[src/rtl/switch_pkg.sv]
// Shared constants, port/state types and pointer helper for the crossbar scheduler.
package switch_pkg;
   localparam int PORT_CNT    = 4;
   localparam int SLOT_CYCLES = 8;
   localparam int BLOCK_BYTES = 32;

   typedef logic [1:0] port_t;
   typedef enum logic [1:0] {IDLE, GRANT, ACCEPT, HOLD} state_t;

   // Round-robin pointer advance with wrap at n-1.
   function automatic port_t port_inc(port_t p, int n);
      return (int'(p) == n - 1) ? port_t'(0) : port_t'(p + 2'd1);
   endfunction
endpackage

[src/rtl/crossbar_sched_if.sv]
// Request/match bundle between the VOQ front end and the crossbar scheduler.
interface crossbar_sched_if #(parameter int PORT_CNT = switch_pkg::PORT_CNT);
   logic                         sched_en;
   logic [PORT_CNT*PORT_CNT-1:0] voq_req;
   logic [PORT_CNT-1:0]          match_valid;
   logic [2*PORT_CNT-1:0]        match_egress;
   logic                         slot_start;
   logic                         slot_last;

   modport master (output sched_en, voq_req,
                   input  match_valid, match_egress, slot_start, slot_last);
   modport slave  (input  sched_en, voq_req,
                   output match_valid, match_egress, slot_start, slot_last);
endinterface

[src/rtl/rr_arbiter.sv]
// Combinational PORT_CNT-way round-robin picker: first set req bit at or after ptr.
module rr_arbiter #(parameter int PORT_CNT = switch_pkg::PORT_CNT) (
   input  logic [PORT_CNT-1:0] req,
   input  switch_pkg::port_t   ptr,
   output logic [PORT_CNT-1:0] onehot,
   output switch_pkg::port_t   idx
);
   switch_pkg::port_t cand;
   logic              found;

   always_comb begin
      onehot = '0;
      idx    = '0;
      found  = 1'b0;
      cand   = ptr;
      for (int k = 0; k < PORT_CNT; k++) begin
         cand = switch_pkg::port_t'((int'(ptr) + k) % PORT_CNT);
         if (!found && req[cand]) begin
            found        = 1'b1;
            onehot[cand] = 1'b1;
            idx          = cand;
         end
      end
   end
endmodule

[src/rtl/crossbar_sched.sv]
// Single-iteration iSLIP crossbar scheduler; one match is held per fixed-length slot.
module crossbar_sched #(
   parameter int PORT_CNT    = switch_pkg::PORT_CNT,
   parameter int SLOT_CYCLES = switch_pkg::SLOT_CYCLES
) (
   input logic             clk,
   input logic             reset,
   crossbar_sched_if.slave bus
);
   import switch_pkg::*;

   localparam int CNT_W = (SLOT_CYCLES > 1) ? $clog2(SLOT_CYCLES) : 1;
   localparam logic [CNT_W-1:0] CNT_LAST = CNT_W'(SLOT_CYCLES - 1);

   state_t                             state;
   logic [CNT_W-1:0]                   slot_cnt;
   port_t [PORT_CNT-1:0]               g_ptr, a_ptr;
   logic  [PORT_CNT-1:0][PORT_CNT-1:0] grant_req, grant_oh, grant_r;  // [egress][ingress]
   logic  [PORT_CNT-1:0][PORT_CNT-1:0] acc_req, acc_oh;               // [ingress][egress]
   port_t [PORT_CNT-1:0]               grant_idx, grant_idx_r, acc_idx;
   logic  [PORT_CNT-1:0]               egress_acc;
   logic  [PORT_CNT-1:0]               match_valid;
   port_t [PORT_CNT-1:0]               match_egress;
   logic                               slot_start, slot_last;

   for (genvar j = 0; j < PORT_CNT; j++) begin : g_grant
      for (genvar i = 0; i < PORT_CNT; i++) begin : g_req
         assign grant_req[j][i] = bus.voq_req[i*PORT_CNT + j];
      end
      rr_arbiter #(.PORT_CNT(PORT_CNT)) u_arb (
         .req(grant_req[j]), .ptr(g_ptr[j]), .onehot(grant_oh[j]), .idx(grant_idx[j]));
   end

   for (genvar i = 0; i < PORT_CNT; i++) begin : g_accept
      for (genvar j = 0; j < PORT_CNT; j++) begin : g_req
         assign acc_req[i][j] = grant_r[j][i];
      end
      rr_arbiter #(.PORT_CNT(PORT_CNT)) u_arb (
         .req(acc_req[i]), .ptr(a_ptr[i]), .onehot(acc_oh[i]), .idx(acc_idx[i]));
   end

   // Egresses whose grant was taken up; only these advance their grant pointer.
   always_comb begin
      egress_acc = '0;
      for (int i = 0; i < PORT_CNT; i++) egress_acc |= acc_oh[i];
   end

   always_ff @(posedge clk) begin
      if (reset) begin
         state        <= IDLE;
         slot_cnt     <= '0;
         g_ptr        <= '0;
         a_ptr        <= '0;
         grant_r      <= '0;
         grant_idx_r  <= '0;
         match_valid  <= '0;
         match_egress <= '0;
         slot_start   <= 1'b0;
         slot_last    <= 1'b0;
      end else begin
         case (state)
            IDLE: if (bus.sched_en) state <= GRANT;
            GRANT: begin
               grant_r     <= grant_oh;
               grant_idx_r <= grant_idx;
               if (bus.voq_req != '0) state <= ACCEPT;
               else if (!bus.sched_en) state <= IDLE;
            end
            ACCEPT: begin
               match_egress <= acc_idx;
               for (int i = 0; i < PORT_CNT; i++) begin
                  match_valid[i] <= |acc_oh[i];
                  if (|acc_oh[i]) a_ptr[i] <= port_inc(acc_idx[i], PORT_CNT);
               end
               for (int j = 0; j < PORT_CNT; j++)
                  if (egress_acc[j]) g_ptr[j] <= port_inc(grant_idx_r[j], PORT_CNT);
               slot_cnt   <= '0;
               slot_start <= 1'b1;
               slot_last  <= (SLOT_CYCLES == 1);
               state      <= HOLD;
            end
            HOLD: begin
               slot_start <= 1'b0;
               if (slot_cnt == CNT_LAST) begin
                  slot_cnt    <= '0;
                  slot_last   <= 1'b0;
                  match_valid <= '0;
                  state       <= bus.sched_en ? GRANT : IDLE;
               end else begin
                  slot_cnt  <= slot_cnt + 1'b1;
                  slot_last <= (slot_cnt == CNT_W'(SLOT_CYCLES - 2));
               end
            end
            default: state <= IDLE;
         endcase
      end
   end

   assign bus.match_valid  = match_valid;
   assign bus.match_egress = match_egress;
   assign bus.slot_start   = slot_start;
   assign bus.slot_last    = slot_last;
endmodule

[src/flat_wrapper.sv]
// flat-port wrapper written by rule: the top's interface ports become plain ports
module crossbar_sched_flat import switch_pkg::*;
#(
   parameter int PORT_CNT    = switch_pkg::PORT_CNT,
   parameter int SLOT_CYCLES = switch_pkg::SLOT_CYCLES
)
  (clk, reset, bus_sched_en, bus_voq_req, bus_match_valid, bus_match_egress, bus_slot_start, bus_slot_last);
  crossbar_sched_if #(.PORT_CNT(PORT_CNT)) bus_i ();
  input logic clk;
  input logic reset;
  input wire logic [$bits(bus_i.sched_en)-1:0] bus_sched_en;
  input wire logic [$bits(bus_i.voq_req)-1:0] bus_voq_req;
  output wire logic [$bits(bus_i.match_valid)-1:0] bus_match_valid;
  output wire logic [$bits(bus_i.match_egress)-1:0] bus_match_egress;
  output wire logic [$bits(bus_i.slot_start)-1:0] bus_slot_start;
  output wire logic [$bits(bus_i.slot_last)-1:0] bus_slot_last;
  assign bus_i.sched_en = bus_sched_en;
  assign bus_i.voq_req = bus_voq_req;
  assign bus_match_valid = bus_i.match_valid;
  assign bus_match_egress = bus_i.match_egress;
  assign bus_slot_start = bus_i.slot_start;
  assign bus_slot_last = bus_i.slot_last;
  crossbar_sched #(.PORT_CNT(PORT_CNT), .SLOT_CYCLES(SLOT_CYCLES)) u_core (.clk(clk), .reset(reset), .bus(bus_i));
endmodule
[config.mk]
export PLATFORM = sky130hd
export DESIGN_NAME = crossbar_sched_flat
export DESIGN_NICKNAME = d
export VERILOG_FILES = /design/src/rtl/switch_pkg.sv /design/src/rtl/crossbar_sched_if.sv /design/src/rtl/rr_arbiter.sv /design/src/rtl/crossbar_sched.sv /design/src/flat_wrapper.sv
export SDC_FILE = /design/constraint.sdc
export NUM_CORES = 1
export LEC_CHECK = 0
export CORE_MARGIN = 5
export CORE_UTILIZATION = 40
export CTS_CLUSTER_DIAMETER = 30
export CTS_CLUSTER_SIZE = 14
export DETAILED_ROUTE_END_ITERATION = 7
export PLACE_DENSITY = 0.56
export SLEW_MARGIN = 5
export SYNTH_ARGS = -nofsm -noshare
export SYNTH_HDL_FRONTEND = slang
export SYNTH_SLANG_ARGS = --single-unit
export TNS_END_PERCENT = 100
[constraint.sdc]
create_clock -name clk -period 3.5 [get_ports clk]
set_input_delay 0.7 -clock clk [delete_from_list [all_inputs] [get_ports clk]]
set_output_delay 0.7 -clock clk [all_outputs]
set_load 0.05 [all_outputs]
==> flow_metrics.tcl <==
set metrics [dict create \
    outcome "finished, final reports clean" \
    root_buffer "clkbuf_16" \
    place_congestion 0.902 \
    reg2reg_depth 9 \
    fmax_mhz 316 \
    async_flop_share_pct 0 \
    grt_use_met2_pct 30.8 \
    route.vias.total 5438 \
    critPathRequiredTime_ns 3.72 \
    rsz0062_at_grt "false" \
    netlist_top_cells_area "dfxtp_1 (21%), ha_1 (11%), mux4_2 (8.3%)" \
    clk_path_buf_depth 2 \
    finalInstanceArea_um2 6430 \
    hold_buffers 0 \
    place_ws_ns 0.397 \
    p_per_area_nw_per_um2 446 \
    dieWidth_um 130 \
    syn_inst 702 \
    dpl.hpwl_um 11200 \
    clock_sinks 59 \
    core_area_um2 13900 \
    synth_area_um2 5720 \
    report.final.slew_viol_count 0 \
    synth.distinct_cells 71 \
    via_per_inst 6.11 \
    cp-end-kind "flop" \
    h-tree-depth 3 \
    wirelength_um 15200 \
    setup-tns-final_ns 0 \
    synth_top_cell_area_share_pct 20.6 \
    busiest_layer "met2" \
    grt-ovfl-total 0 \
    grt.total_usage_pct 18.8 \
    routedWlPerCell_um 17.1 \
    grt_pass1_vias 5195 \
    critPathLaunchType "flop" \
    critPathMaxFanout 12 \
    pin_count 33 \
    yosysWarnings 0 \
    hold_start "u_core.bus.slot_last" \
    die_area_um2 16800 \
    hold-path-endpoint "u_core.bus.slot_last" \
    crit_type "flop to flop" \
    diodes 0 \
    ys_seq_area_share_pct 20.6 \
    period_minus_slack_ns 3.17 \
    clkSlewWorstSetupHoldPaths_ns 0.06 \
    finalHoldViolations 0 \
    dpl_cell_area_um2 6130 \
    cap_violations 0 \
    drive_above_1_share_pct 10.3 \
    yosys.area.top_type "dfxtp_1" \
    cts_resized 0 \
    syn_nets 771 \
    slew_headroom_pct 50.5 \
    area_delta_synth_final_pct 12.5 \
    synth-seq-cells 59 \
    met1_usage_pct 25.3 \
    finalClockSkew_ns 0.00965 \
    p_leak_nw 2.30 \
    ant_nets 0 \
    cp.arrival_ns 3.38 \
    setup_viol 0 \
    synth_edf_count 0 \
    clock_latency_ns 0.34 \
    synth-main-ff-cell "dfxtp_1" \
    total_power_w 0.00287 \
    antenna_found_initial 0 \
    worst_slew_pin_slew_ns 0.734 \
    final_util_pct 46.2 \
    numPortBuffers 32 \
    drc 0 \
    final_nets 774 \
    post_synth.cell_area_avg_um2 8.15 \
    cts_setup_buffers 0 \
    setup_ws_ns 0.332 \
    numCtsBuffers 9 \
    num_rows 43 \
    grt_pass1_wl_um 26000 \
    finalCritPeriodShare_pct 90.5 \
    hold_path_class "flop to flop" \
    die-height_um 130 \
    met3_usage_pct 2.43 \
    drt_iter0_markers 492 \
    hold_depth 2 \
    initial_utilization_pct 41.1 \
    cts_tree "built" \
    grt_max_degree 41 \
    ir_drop_uv 256 \
    first_pass_iters 8 \
    rrSetupSlack_ns 0.33 \
]
[Yosys cell counts (all sizes together), types with 11 or more instances]
library cell	count
nor2	64
a222oi	17
nand2	63
nand2b	12
buf	14
inv	38
a211oi	14
nor2b	12
o31ai	11
mux4	22
o21ai	50
mux2i	23
a31oi	24
clkbuf	38
a21oi	44
ha	50
dfxtp	59
[where the power goes]
part	leakage, nW	switching (W)	internal [W]	total [W]
Clock	0.147	0.000362	0.000562	0.000923
Sequential	0.481	0.0000875	0.000733	0.000821
Combinational	1.67	0.000652	0.000471	0.00112
Total	2.30	0.00110	0.00177	0.00287
[per-layer routing]
metal  vias to the layer above  part of all wire [%]  wire [um]
met5                         -                     0          0
met4                         0                   1.8        278
met3                        21                   3.0        460
met2                       136                    47       7190
met1                      2598                    48       7290
li1                       2683                     -          -
[metrics by stage]
step / hold slack [ns] / std cells
finish: 0.452 / 890
global route: 0.479 / 890
CTS: 0.459 / 890
detailed placement: 0.452 / 874
global placement: 0.442 / 874
floorplan: 0.449 / 702
[worst max-delay path by stage]
stage,from,endpoint,depth (start not counted)
3_5_place_dp,flop,flop,9
5_1_grt,u_core.a_ptr[1],u_core.g_ptr[3],9
3_3_place_gp,u_core.a_ptr[1],u_core.g_ptr[6],9
2_1_floorplan,flop,flop,12
6_report,flop,flop,9
4_1_cts,flop,flop,9
[sequential cells by signal (all words and copies together) (netlist names), named ones only]
register                 flops
u_core.g_ptr                 8
u_core.slot_cnt              3
u_core.bus.match_egress      8
u_core.state                 1
u_core.acc_req              16
u_core.bus.slot_start        1
u_core.bus.slot_last         1
u_core.a_ptr                 5
u_core.bus.match_valid       4
u_core.grant_idx_r           8
[cell families (layout without fill, tap and decap cells)]
| family | count (synthesis) | in the layout | share of synthesized area (%) |
|---|---|---|---|
| adders and majority gates | 50 | 50 | 10.9 |
| and+or+nand+nor | 208 | 208 | 17.7 |
| AOI/OAI and AO/OA | 237 | 237 | 29.2 |
| muxes | 54 | 54 | 14.5 |
| buffers and inverters | 91 | 99 | 6.61 |
| DFF | 59 | 59 | 20.6 |
| xor gates and xnor gates | 3 | 3 | 0.459 |
[cells in the final DEF, fill, tap and decap left out, drive strengths merged, types with 5 or more instances in the layout]
master | synthesis | final
nor2 | 64 | 64
nand2 | 63 | 63
dfxtp | 59 | 59
ha | 50 | 50
o21ai | 50 | 50
a21oi | 44 | 44
inv | 38 | 42
clkdlybuf4s50 | 0 | 32
a31oi | 24 | 24
mux2i | 23 | 23
mux4 | 22 | 22
a222oi | 17 | 17
a211oi | 14 | 14
nand2b | 12 | 12
buf | 14 | 12
nor2b | 12 | 12
o31ai | 11 | 11
or3 | 10 | 10
a221oi | 10 | 10
nor3 | 9 | 9
o22ai | 9 | 9
nand3b | 9 | 9
clkbuf | 38 | 9
mux2 | 9 | 9
nand3 | 7 | 7
nor4 | 6 | 6
a22o | 5 | 5
[worst max-delay path: stages, from the launching register on]
cell and delay (ns):
dfxtp_1 0.33, inv_1 0.10, ha_1 0.40, mux4_2 0.66
a31o_1 0.23, a221oi_1 0.25, o31ai_1 0.18, o41ai_2 0.59
mux2i_1 0.25, nor2_1 0.05
[layout make-up]
cell class	count	area, um2
clock inverters	7	81.3
inverters	39	146
flip-flops and latches	59	1180
well taps	180	225
clock buffers	9	225
multi-input cells	552	4160
repair buffers	44	410
fillers	1360	7500
No activity file was read; power rests on OpenSTA's default activity.
